==> config.mk <==
export PLATFORM = sky130hd
export DESIGN_NAME = div16s_by_8u_flat
export DESIGN_NICKNAME = d
export VERILOG_FILES = /design/src/rtl/div16s_by_8u_if.sv /design/src/rtl/div16s_by_8u.sv /design/src/flat_wrapper.sv
export SDC_FILE = /design/constraint.sdc
export NUM_CORES = 1
export LEC_CHECK = 0
export BUFFER_PORTS_ARGS = -buffer_cell sky130_fd_sc_hd__buf_2
export CAP_MARGIN = 0
export CORE_UTILIZATION = 30
export CTS_CLUSTER_SIZE = 24
export DETAILED_ROUTE_END_ITERATION = 12
export GPL_TIMING_DRIVEN = 0
export SLEW_MARGIN = 30
export SYNTH_ARGS = -nofsm -noshare
export SYNTH_HDL_FRONTEND = slang
export SYNTH_SLANG_ARGS = --single-unit
export TNS_END_PERCENT = 5
==> constraint.sdc <==
create_clock -name clk -period 3.9 [get_ports clk]
set_input_delay 0.195 -clock clk [delete_from_list [all_inputs] [get_ports clk]]
set_output_delay 0.195 -clock clk [all_outputs]
set_load 0.02 [all_outputs]
==> src/rtl/div16s_by_8u_if.sv <==
// div16s_by_8u_if: start/busy/done handshake and operand/result bus of the divider
interface div16s_by_8u_if #(
    parameter int DW_N = 16,
    parameter int DW_D = 8
);
    logic            start;
    logic [DW_N-1:0] dividend;
    logic [DW_D-1:0] divisor;
    logic            busy;
    logic            done;
    logic [DW_N-1:0] quotient;
    logic [DW_D:0]   remainder;
    logic            div_zero;

    modport master (
        output start, dividend, divisor,
        input  busy, done, quotient, remainder, div_zero
    );
    modport slave (
        input  start, dividend, divisor,
        output busy, done, quotient, remainder, div_zero
    );
endinterface

==> src/rtl/div16s_by_8u.sv <==
// div16s_by_8u: iterative restoring divider, signed 16-bit dividend by unsigned 8-bit divisor
module div16s_by_8u #(
    parameter int DW_N = 16,
    parameter int DW_D = 8
) (
    input logic           clk,
    input logic           rst_n,
    div16s_by_8u_if.slave bus
);
    localparam int CW = $clog2(DW_N);
    localparam logic [1:0] S_IDLE = 2'd0, S_CALC = 2'd1, S_FIX = 2'd2, S_DZ = 2'd3;

    logic [1:0]      state_q, state_d;
    logic [DW_N-1:0] mag_q, mag_d, quotient_q, quotient_d;
    logic [DW_D:0]   part_q, part_d, remainder_q, remainder_d;
    logic [DW_D+1:0] trial;
    logic [DW_D-1:0] div_q, div_d;
    logic [CW-1:0]   cnt_q, cnt_d;
    logic            neg_q, neg_d, busy_q, busy_d, done_q, done_d, div_zero_q, div_zero_d, fits;

    // magnitude register shifts out dividend bits and shifts in quotient bits
    assign trial = {part_q, mag_q[DW_N-1]};
    assign fits  = trial >= {2'b00, div_q};

    always_comb begin
        state_d     = state_q;
        mag_d       = mag_q;
        part_d      = part_q;
        div_d       = div_q;
        cnt_d       = cnt_q;
        neg_d       = neg_q;
        quotient_d  = quotient_q;
        remainder_d = remainder_q;
        div_zero_d  = div_zero_q;
        done_d      = 1'b0;
        case (state_q)
            S_IDLE: if (bus.start) begin
                neg_d = bus.dividend[DW_N-1];
                if (bus.divisor != '0) begin
                    mag_d   = bus.dividend[DW_N-1] ? -bus.dividend : bus.dividend;
                    div_d   = bus.divisor;
                    part_d  = '0;
                    cnt_d   = CW'(DW_N - 1);
                    state_d = S_CALC;
                end else begin
                    state_d = S_DZ;
                end
            end
            S_CALC: begin
                part_d  = fits ? (DW_D+1)'(trial - {2'b00, div_q}) : trial[DW_D:0];
                mag_d   = {mag_q[DW_N-2:0], fits};
                cnt_d   = cnt_q - 1'b1;
                state_d = (cnt_q == '0) ? S_FIX : S_CALC;
            end
            S_FIX: begin
                quotient_d  = neg_q ? -mag_q : mag_q;
                remainder_d = neg_q ? -part_q : part_q;
                div_zero_d  = 1'b0;
                done_d      = 1'b1;
                state_d     = S_IDLE;
            end
            default: begin
                quotient_d  = neg_q ? {1'b1, {(DW_N-1){1'b0}}} : {1'b0, {(DW_N-1){1'b1}}};
                remainder_d = '0;
                div_zero_d  = 1'b1;
                done_d      = 1'b1;
                state_d     = S_IDLE;
            end
        endcase
        busy_d = (state_d == S_CALC) || (state_d == S_FIX);
    end

    always_ff @(posedge clk) begin
        if (!rst_n) begin
            state_q     <= S_IDLE;
            mag_q       <= '0;
            part_q      <= '0;
            div_q       <= '0;
            cnt_q       <= '0;
            neg_q       <= 1'b0;
            quotient_q  <= '0;
            remainder_q <= '0;
            div_zero_q  <= 1'b0;
            done_q      <= 1'b0;
            busy_q      <= 1'b0;
        end else begin
            state_q     <= state_d;
            mag_q       <= mag_d;
            part_q      <= part_d;
            div_q       <= div_d;
            cnt_q       <= cnt_d;
            neg_q       <= neg_d;
            quotient_q  <= quotient_d;
            remainder_q <= remainder_d;
            div_zero_q  <= div_zero_d;
            done_q      <= done_d;
            busy_q      <= busy_d;
        end
    end

    assign bus.busy      = busy_q;
    assign bus.done      = done_q;
    assign bus.quotient  = quotient_q;
    assign bus.remainder = remainder_q;
    assign bus.div_zero  = div_zero_q;
endmodule

==> src/flat_wrapper.sv <==
// flat-port wrapper written by rule: the top's interface ports become plain ports
module div16s_by_8u_flat 
#(
    parameter int DW_N = 16,
    parameter int DW_D = 8
)
  (clk, rst_n, bus_start, bus_dividend, bus_divisor, bus_busy, bus_done, bus_quotient, bus_remainder, bus_div_zero);
  div16s_by_8u_if #(.DW_N(DW_N), .DW_D(DW_D)) bus_i ();
  input logic clk;
  input logic rst_n;
  input wire logic [$bits(bus_i.start)-1:0] bus_start;
  input wire logic [$bits(bus_i.dividend)-1:0] bus_dividend;
  input wire logic [$bits(bus_i.divisor)-1:0] bus_divisor;
  output wire logic [$bits(bus_i.busy)-1:0] bus_busy;
  output wire logic [$bits(bus_i.done)-1:0] bus_done;
  output wire logic [$bits(bus_i.quotient)-1:0] bus_quotient;
  output wire logic [$bits(bus_i.remainder)-1:0] bus_remainder;
  output wire logic [$bits(bus_i.div_zero)-1:0] bus_div_zero;
  assign bus_i.start = bus_start;
  assign bus_i.dividend = bus_dividend;
  assign bus_i.divisor = bus_divisor;
  assign bus_busy = bus_i.busy;
  assign bus_done = bus_i.done;
  assign bus_quotient = bus_i.quotient;
  assign bus_remainder = bus_i.remainder;
  assign bus_div_zero = bus_i.div_zero;
  div16s_by_8u #(.DW_N(DW_N), .DW_D(DW_D)) u_core (.clk(clk), .rst_n(rst_n), .bus(bus_i));
endmodule
# Word level (Yosys, flattened, before mapping)
# Index checks and enable logic that the tools add are counted.
[totals]
register_bits = 68
latch_bits = 0
ramBits = 0
romBits = 0
inputBits = 27
out_inout_bits = 28
elab_cells = 54
n_memories = 0
[op_classes]
addsub = 5
n_mul = 0
div = 0
n_lt_le_gt_ge = 1
n_eq_ne = 6
shifts = 0
n_mux = 22
bitwise_logic = 0
reduce_logical = 9
[op_table]
columns = ["cell", "n"]
rows = [
  ["16-bit 2-to-1 mux", 5],
  ["16-bit case mux with 2 select lines", 2],
  ["9-bit 2-to-1 mux", 4],
  ["9-bit case mux with 2 select lines", 2],
  ["16-bit negator", 2],
  ["10-bit by 8-bit greater-or-equal comparator with 1-bit output", 1],
  ["9-bit negator", 1],
  ["9-bit by 8-bit subtractor with 9-bit output", 1],
  ["4-bit 2-to-1 mux", 2],
  ["4-bit case mux with 2 select lines", 1],
  ["8-bit nonzero test", 1],
  ["2-bit 2-to-1 mux", 3],
  ["3-bit AND reduction", 2],
  ["2-bit by 1-bit == test with 1-bit output (second input constant)", 2],
  ["2-bit == test (second input constant)", 2],
  ["4-bit zero test", 1],
  ["2-bit case mux with 2 select lines", 1],
  ["4-bit by 1-bit subtractor with 4-bit output (second input constant)", 1],
  ["2-bit zero test", 1],
  ["2-bit by 1-bit != test with 1-bit output (second input constant)", 1],
  ["2-bit != test (second input constant)", 1],
  ["1-bit case mux with 2 select lines", 1],
  ["2-bit AND reduction", 1],
  ["2-bit nonzero test", 1],
  ["other kinds (3)", 3],
]

# Longest topological paths before layout
# Gate-level depths: netlist of the first run.
[logic_depth]
ltp_word = 6
depth_mapped = 11
depth_no_buf = 10

# Least setup slack after synthesis of the first run
# OpenSTA, ideal clock, no wires.
[synth_path]
path_type = "flip-flop to flip-flop"
startpoint = "register u_core.mag_q[15]"
endpoint = "register u_core.part_q[0]"
setup_ns = 0.117
arrival_time_ns = 2.400
required_time_ns = 3.783
slack_ns = 1.383
path_stages_with_launch = 12
path_buffers = 1
period_less_slack_ns = 2.517
path_cell_list = "dfxtp_1 > inv_1 > ha_1 > inv_1 > fa_1 > a21o_1 > a21oi_1 > a21oi_1 > or4_1 > buf_2 > mux2i_1 > a32o_1"
[synth_between]
elab_chain_cells = 3
word_cells_on_any_way = 4
cone_classes = "1 x add/sub; 1 x order compare; 2 x mux"
[synth_rtl]
columns = ["element", "line", "rtl"]
rows = [
  ["start: declaration", "div16s_by_8u.sv:14", "logic [DW_N-1:0] mag_q, mag_d, quotient_q, quotient_d;"],
  ["start signal: assignment", "div16s_by_8u.sv:88", "mag_q <= mag_d;"],
  ["9-bit by 8-bit subtractor with 9-bit output or 10-bit by 8-bit greater-or-equal comparator with 1-bit output (tied branches)", "div16s_by_8u.sv:50, div16s_by_8u.sv:23", ""],
  ["9-bit 2-to-1 mux *", "div16s_by_8u.sv:50", "part_d = fits ? (DW_D+1)'(trial - {2'b00, div_q}) : trial[DW_D:0];"],
  ["9-bit case mux with 2 select lines *", "div16s_by_8u.sv:36", "case (state_q)"],
  ["end signal: assignment", "div16s_by_8u.sv:89", "part_q <= part_d;"],
  ["end: declaration", "div16s_by_8u.sv:15", "logic [DW_D:0] part_q, part_d, remainder_q, remainder_d;"],
]
# Every way passes the cells marked *; elsewhere a longest branch is shown, timed or not.
# A chain may end at the register's enable or synchronous reset.

# Worst setup path in the final report of the first run
# Same ends and word-level chain as after synthesis.

==> results of run 1 <==
-- worst max path at each step --
stage	endpoint	cells after the start
final	u_core.part_q[0]$_SDFFE_PN0P_	11
after global routing	u_core.part_q[0]$_SDFFE_PN0P_	11
after CTS	u_core.part_q[0]$_SDFFE_PN0P_	11
after detailed placement	u_core.part_q[0]$_SDFFE_PN0P_	11
after global placement	u_core.part_q[0]$_SDFFE_PN0P_	11
after floorplan	u_core.part_q[0]$_SDFFE_PN0P_	11
-- through the flow --
step / instances / total power [mW] / util [%] / hold slack, ns
3_3_place_gp: 711 / 1.55 / 35.0 / 0.450
5_1_grt: 727 / 2.56 / 37.5 / 0.105
3_5_place_dp: 711 / 1.57 / 35.0 / 0.452
2_1_floorplan: 485 / 1.38 / - / 0.331
6_report: 727 / 2.43 / 37.5 / 0.106
4_1_cts: 727 / 2.44 / 37.5 / 0.100
-- placed cells by master, fill, tap and decap left out, types with 5 or more instances in the layout --
cell type  instances
a211oi_1           7
a21oi_1           46
a222oi_1           6
and2_1             7
buf_2             59
clkbuf_1          13
clkbuf_16          9
clkbuf_8           8
dfxtp_1           68
ha_1              12
inv_1             26
mux2i_1           20
nand2_1           42
nand3_1            9
nor2_1            53
nor3_1             5
nor4_1             8
o21ai_0           35
o22ai_1            6
o31ai_1            7
xnor2_1           14
xor2_1            15
-- cell type report --
cell class | instances | area [µm²]
Buffer | 31 | 226
Timing Repair Buffer | 54 | 270
Clock buffer | 9 | 225
Multi-Input combinational cell | 359 | 2310
Fill cell | 1365 | 8020
Sequential cell | 68 | 1360
Tap cell | 172 | 215
Inverter | 27 | 101
Clock inverter | 7 | 91.3
-- cell usage after synthesis, types with 3 or more instances --
cell type	count	share of area (%)
a22oi_1	3	0.56
a211oi_1	7	1.3
mux2i_1	20	5.0
clkbuf_1	13	1.2
inv_1	26	2.4
nand4_1	3	0.47
o221ai_1	3	0.66
a21o_1	4	0.75
nand2b_1	3	0.47
and2_1	7	1.1
o21ai_0	35	4.4
o22ai_1	6	0.94
a21oi_1	46	5.8
nor3_1	5	0.63
xnor2_1	14	3.1
o41ai_1	3	0.66
buf_2	5	0.63
clkbuf_8	8	2.8
a31oi_1	4	0.63
nor2_1	53	5.0
o2bb2ai_1	4	0.88
o31ai_1	7	1.3
nand2_1	42	3.9
nor4_1	8	1.3
buf_6	3	0.84
ha_1	12	3.8
a222oi_1	6	1.5
or4_1	4	0.75
xor2_1	15	3.3
nand3_1	9	1.1
or3_1	4	0.63
dfxtp_1	68	34
or3_4	4	1.1
-- worst max-delay path, stage by stage (launching register included) --
cell and delay, ns:
dfxtp_1 0.35, inv_1 0.12, ha_1 0.15, inv_1 0.05, fa_1 0.42, a21o_1 0.18, a21oi_1 0.26, a21oi_1 0.10
or4_1 0.39, buf_2 0.24, mux2i_1 0.16, a32o_1 0.26
-- logic make-up after synthesis --
logic type,Yosys count,share of synthesized area [%]
and+or+nand+nor,152,18.7
AOI/OAI and AO/OA,145,23.5
DFF,68,34.0
buffers and inverters,58,8.19
xor gates and xnor gates,29,6.35
muxes,20,5.00
adders and majority gates,13,4.25
-- where the power goes --
group / switching, mW / leakage [nW] / internal (mW)
logic: 0.426 / 1.23 / 0.316
clock network: 0.309 / 0.155 / 0.557
registers: 0.0690 / 0.555 / 0.753
total: 0.804 / 1.94 / 1.63
-- layer usage --
metal  vias to the layer above  GRT usage [%]
met4                         0           6.09
li1                       1868              -
met2                        92           27.6
met5                         -              0
met1                      1759           20.7
met3                        17           4.12
-- registers in the layout, summed over array words and instances, names as in the netlist --
name	count
u_core.bus.busy	1
u_core.bus.div_zero	1
u_core.bus.done	1
u_core.bus.quotient	16
u_core.bus.remainder	9
u_core.cnt_q	4
u_core.div_q	8
u_core.mag_q	16
u_core.neg_q	1
u_core.part_q	9
u_core.state_q	2
==> flow_summary.ini, run 1 <==
[global_route]
antenna_found_initial = 0
grt-ovfl-total = 0
grt_start_max_net_pins = 13
grt_pass1_wl_um = 18200
grt_use_total_pct = 16.6
first_global_vias = 3562

[worst_setup_path]
cp-end-kind = flop
crit_arrival_ns = 3.02
r2r_slack_ns = 1.11
timing.rr.start = u_core.mag_q[15]$_SDFFE_PN0P_
worstPathRequired_ns = 4.13
worstReg2RegEnd = u_core.part_q[0]$_SDFFE_PN0P_
crit_start = u_core.mag_q[15]$_SDFFE_PN0P_
reg2regPathDepth = 11
crit_type = flop to flop
startpoint_type = flop
cp_max_fo = 10

[floorplan]
rows = 41
design.core.area_mm2 = 0.0128
io_pins = 55
fp.dieH_um = 117
initial_core_util_pct = 31.2
die_w_um = 117
die_area_mm2 = 0.0138

[cts]
ctsHtreeMaxLevel = 3
post_cts_buffers = 0
hold_buffers = 0
tritoncts = built
cts_made_buffers = 9
cts_repair_resize_count = 0
cts_buffer_depth = 2
cts.root.buffer_cell = clkbuf_16
clock-sinks = 68
clk_transition_reported_paths_ns = 0.06
clkLatencyLatePin_ns = 0.34

[synth]
syn_area_mm2 = 0.00400
ys_seq_area_share_pct = 34.0
synth_cell_types = 57
ys.flop_type = dfxtp_1
ys_ff_latch = 68
synthCells = 485
yosys_warnings = 0
syn_avg_cell_area_um2 = 8.25
synth_edf_count = 0
async_flop_share_pct = 0
synth_fp_nets = 525

[route]
vias_per_cell = 5.14
route.met3.wl_um = 621
drt_iter0_drc = 288
num_vias = 3736
drtPass1Iterations = 6
top_layer = met4
detail-route-antenna-nets = 0
wl_met2_um = 5280
wl_met1_um = 5090
routed_wl_um = 11200
drc = 0
wire_per_inst_um = 15.4

[placed_design]
preCtsSetupSlack_ns = 1.12
gp_congestion = 0.892
place_hpwl_um = 8570
numPortBuffers = 54
place_area_mm2 = 0.00449

[timing]
slew_headroom_pct = 44.9
fin_crit_sh_pct = 71.6
setup_slack_ns = 1.11
tightest_slew_ns = 0.823
fmax_ghz = 0.358
clock_skew_ns = 0.00681
hold_violations = 0
finalMaxSlewViolations = 0
rsz0062_at_grt = no
finalSetupTns_ns = 0
setup_viol = 0
min_period_ns = 2.79

[min_path]
min_to = u_core.div_q[6]$_SDFFE_PN0P_
hold_path.class = input pin to flop
hold_depth = 3
hold_path.startpoint = bus_divisor[6]

[outcome]
status = finished, final reports clean

[power]
leakagePower_nw = 1.94
max-vdd-ir-drop_uv = 241
p_per_area_mw_per_mm2 = 506

[layout]
drive_above_1_share_pct = 18.0
final_cell_area_mm2 = 0.00480
area_growth_pct = 20.0
antenna_cells = 0
layout.nets = 590

[run]
cap_violations = 0
No activity file was read; power rests on OpenSTA's default activity.
==> inputs of run 2 (changes only) <==
clock period = 2.8 ns   (was 3.9 ns; I/O delays follow)
==> run 2 against run 1 <==
Clock power rose by 40%. Die area did not move. Critical path depth did not move. Register-to-register slack got worse by 0.97 ns. Combinational power rose by 41%. Utilization barely moved.
==> flow_summary.ini, run 2 (synthesis gave the netlist of run 1 again) <==
[outcome]
status = finished, final reports clean

[timing]
hold_violations = 0
finalMaxSlewViolations = 0
tightest_slew_ns = 0.817
min_period_ns = 2.66
rsz0062_at_grt = no
clock_skew_ns = 0.00724
setup_viol = 0
slew_headroom_pct = 45.4
fin_crit_sh_pct = 95.0
fmax_ghz = 0.376
setup_slack_ns = 0.140
finalSetupTns_ns = 0

[power]
p_per_area_mw_per_mm2 = 706
max-vdd-ir-drop_uv = 336
leakagePower_nw = 1.94

[layout]
post_layout_nonfiller_instances = 727
layout.nets = 590
fin_util_pct = 37.5
antenna_cells = 0
mostFrequentLayoutCells = 68 x dfxtp_1, 58 x buf_2, 53 x nor2_1
area_growth_pct = 20.2
fill_cells = 1367
drive_above_1_share_pct = 18.4
final_common_cell = dfxtp_1

[worst_setup_path]
r2r_slack_ns = 0.14
worstPathRequired_ns = 3.03
cp_max_fo = 10
reg2regPathDepth = 11
worstReg2RegEnd = u_core.part_q[0]$_SDFFE_PN0P_
timing.rr.start = u_core.mag_q[15]$_SDFFE_PN0P_
crit_type = flop to flop
startpoint_type = flop
cp-end-kind = flop
crit_arrival_ns = 2.89

[min_path]
hold_path.class = input pin to flop
hold_path.startpoint = bus_divisor[6]
hold_depth = 3
min_to = u_core.div_q[6]$_SDFFE_PN0P_

[global_route]
grt_start_max_net_pins = 13
grt_use_total_pct = 16.6
grt-ovfl-total = 0
antenna_found_initial = 0
first_global_vias = 3562
grt_pass1_wl_um = 18200

[route]
wl_met1_um = 5090
num_vias = 3736
drt_iter0_drc = 267
top_layer = met4
detail-route-antenna-nets = 0
routed_wl_um = 11200
wl_met2_um = 5340
route.met3.wl_um = 621
drc = 0
vias_per_cell = 5.14
drtPass1Iterations = 5
wire_per_inst_um = 15.5

[cts]
cts_repair_resize_count = 0
tritoncts = built
cts.root.buffer_cell = clkbuf_16
hold_buffers = 0
ctsHtreeMaxLevel = 3
cts_made_buffers = 9
clock-sinks = 68
post_cts_buffers = 0
clkLatencyLatePin_ns = 0.34
cts_buffer_depth = 2
clk_transition_reported_paths_ns = 0.06

[placed_design]
numPortBuffers = 54
gp_congestion = 0.892
dpl.cell_count = 711
preCtsSetupSlack_ns = 0.0210
place_hpwl_um = 8570

[run]
cap_violations = 0

[floorplan]
die_area_mm2 = 0.0138
fp.dieH_um = 117
io_pins = 55
rows = 41
design.core.area_mm2 = 0.0128
initial_core_util_pct = 31.2
die_w_um = 117
run 2: cell counts in the layout (fill, tap and decap cells not counted):
Identical to the previous run, type by type.
run 2: where the power goes:
group / switching [mW] / internal, mW / total, mW / leakage (nW)
clock: 0.431 / 0.775 / 1.21 / 0.155
combinational: 0.596 / 0.450 / 1.05 / 1.23
sequential: 0.0957 / 1.05 / 1.14 / 0.555
total: 1.12 / 2.27 / 3.40 / 1.94
run 2: worst max path at each step:
stage	depth (start not counted)	start	slack (ns)	end
floorplan	11	u_core.mag_q[15]$_SDFFE_PN0P_	0.28	u_core.part_q[0]$_SDFFE_PN0P_
global placement	11	u_core.mag_q[15]$_SDFFE_PN0P_	0.04	u_core.part_q[0]$_SDFFE_PN0P_
detailed placement	11	u_core.mag_q[15]$_SDFFE_PN0P_	0.02	u_core.part_q[0]$_SDFFE_PN0P_
CTS	11	u_core.mag_q[15]$_SDFFE_PN0P_	0.02	u_core.part_q[0]$_SDFFE_PN0P_
global route	11	u_core.mag_q[15]$_SDFFE_PN0P_	0.01	u_core.part_q[0]$_SDFFE_PN0P_
finish	11	u_core.mag_q[15]$_SDFFE_PN0P_	0.14	u_core.part_q[0]$_SDFFE_PN0P_
run 2: area by class of cell:
class                           count  area (µm²)  share of cell area (%)
Multi-Input combinational cell    359        2320                    48.2
Sequential cell                    68        1360                    28.3
Timing Repair Buffer               54         270                    5.62
Buffer                             31         229                    4.76
Clock buffer                        9         225                    4.68
Tap cell                          172         215                    4.47
Inverter                           27         101                    2.11
Clock inverter                      7        91.3                    1.90
run 2: metal layers:
metal	up-vias	GRT usage, %
li1	1869	-
met2	104	27.6
met3	13	4.12
met1	1750	20.7
met5	-	0
met4	0	6.09
run 2: critical path, cell delays in order, from the launching register on:
cell,delay [ns]
dfxtp_1,0.35
inv_2,0.10
ha_1,0.14
inv_1,0.05
fa_1,0.42
a21o_1,0.20
a21oi_2,0.21
a21oi_1,0.09
or4_1,0.39
buf_4,0.21
mux2i_1,0.14
a32o_1,0.26
run 2: per-stage QoR:
stage / hold slack, ns / cell area [µm²] / total power [mW]
6_report: 0.0509 / 4810 / 3.40
5_1_grt: 0.0500 / 4810 / 3.58
4_1_cts: 0.0451 / 4800 / 3.39
3_5_place_dp: 0.402 / 4490 / 2.18
3_3_place_gp: 0.400 / 4490 / 2.16
2_1_floorplan: 0.276 / 4000 / 1.92
==> inputs of run 3 (changes only) <==
CTS_BUF_LIST = sky130_fd_sc_hd__clkbuf_8 sky130_fd_sc_hd__clkbuf_16   (was default)
MAX_ROUTING_LAYER = met4   (was default)
==> run 3 against run 2 <==
Maximum frequency grew 1.3%. Register-to-register slack better by 0.04 ns. Design area increased by 0.78%. Via count up 1.3%.
==> flow_summary.ini, run 3 (synthesis gave the netlist of run 1 again) <==
[run]
cap_violations = 0

[min_path]
hold_path.class = input pin to flop

[layout]
drive_above_1_share_pct = 18.2
post_layout_nonfiller_instances = 727
final_common_cell = dfxtp_1
area_growth_pct = 21.1
antenna_cells = 0
layout.nets = 590
mostFrequentLayoutCells = 68 x dfxtp_1, 58 x buf_2, 53 x nor2_1
fill_cells = 1347
final_cell_area_mm2 = 0.00485

[route]
wire_per_inst_um = 15.4
drc = 0
num_vias = 3783
drtPass1Iterations = 5
vias_per_cell = 5.20
detail-route-antenna-nets = 0
drt_iter0_drc = 316
routed_wl_um = 11200

[global_route]
antenna_found_initial = 0
grt_pass1_wl_um = 18300
grt_start_max_net_pins = 12
grt-ovfl-total = 0
grt_use_total_pct = 17.2
first_global_vias = 3630

[timing]
whs_ns = 0.0579
clock_skew_ns = 0.00846
setup_viol = 0
rsz0062_at_grt = no
finalMaxSlewViolations = 0
setup_slack_ns = 0.176
fin_crit_sh_pct = 93.7
min_period_ns = 2.62
fmax_ghz = 0.381
slew_headroom_pct = 45.5
finalSetupTns_ns = 0
tightest_slew_ns = 0.815
hold_violations = 0

[power]
max-vdd-ir-drop_uv = 325
leakagePower_nw = 1.96
p_per_area_mw_per_mm2 = 725

[cts]
hold_buffers = 0
clock-sinks = 68
tritoncts = built
clk_transition_reported_paths_ns = 0.06
cts.root.buffer_cell = clkbuf_16
ctsHtreeMaxLevel = 3
post_cts_buffers = 0
clkLatencyLatePin_ns = 0.34
cts_buffer_depth = 2
cts_made_buffers = 9

[placed_design]
place_area_mm2 = 0.00449
numPortBuffers = 54
preCtsSetupSlack_ns = 0.00981
dpl.cell_count = 711
gp_congestion = 0.907
place_hpwl_um = 8610

[floorplan]
io_pins = 55
fp.dieH_um = 117
die_w_um = 117
initial_core_util_pct = 31.2
rows = 41
design.core.area_mm2 = 0.0128
die_area_mm2 = 0.0138

[worst_setup_path]
startpoint_type = flop
crit_arrival_ns = 2.85
cp-end-kind = flop
crit_type = flop to flop
cp_max_fo = 10
worstPathRequired_ns = 3.03

[outcome]
status = finished, final reports clean
[run 3: final cells by class]
type                            count  area, µm²  share of cell area (%)
Buffer                             31        229                    4.72
Sequential cell                    68       1360                    28.1
Multi-Input combinational cell    359       2320                    47.8
Inverter                           27        101                    2.09
Clock inverter                      5       98.8                    2.04
Clock buffer                       11        253                    5.21
Timing Repair Buffer               54        270                    5.58
Tap cell                          172        215                    4.44
[run 3: report_power, final]
part / internal, mW / total [mW] / switching [mW]
registers: 1.05 / 1.15 / 0.0958
clock network: 0.913 / 1.32 / 0.408
logic: 0.450 / 1.05 / 0.597
[run 3: stage by stage]
stage | power, mW | utilization (%)
final | 3.51 | 37.8
after global routing | 3.71 | 37.8
after CTS | 3.51 | 37.8
after detailed placement | 2.18 | 35.0
after global placement | 2.16 | 35.0
after floorplan | 1.92 | -
[run 3: timing repair]
item / in CTS / in global routing
gates resized for setup: 1 / 3
pin swaps: 0 / 0
setup endpoints to repair: 1 / 2
[run 3: critical path: stages, from the launching register on]
cell	delay, ns
dfxtp_1	0.35
inv_1	0.13
ha_1	0.15
inv_1	0.05
fa_2	0.37
a21o_1	0.19
a21oi_2	0.19
a21oi_1	0.09
or4_1	0.39
buf_4	0.21
mux2i_1	0.13
a32o_1	0.26
[run 3: layer usage]
layer | global-route usage [%] | share of wire, % | up-vias
met5 | - | 0 | -
met4 | 6.17 | 2.1 | 0
met3 | 4.17 | 5.7 | 22
met2 | 27.7 | 47 | 109
met1 | 20.8 | 45 | 1782
li1 | - | - | 1870
[run 3: path summary, 6_finish.rpt]
kind	startpoint	endpoint	slack, ns	depth (start not counted)
min	bus_divisor[6]	u_core.div_q[6]$_SDFFE_PN0P_	0.06	3
min reg2reg	u_core.div_q[4]$_SDFFE_PN0P_	u_core.div_q[4]$_SDFFE_PN0P_	0.46	2
max	u_core.mag_q[15]$_SDFFE_PN0P_	u_core.part_q[0]$_SDFFE_PN0P_	0.18	11
max reg2reg	u_core.mag_q[15]$_SDFFE_PN0P_	u_core.part_q[0]$_SDFFE_PN0P_	0.18	11
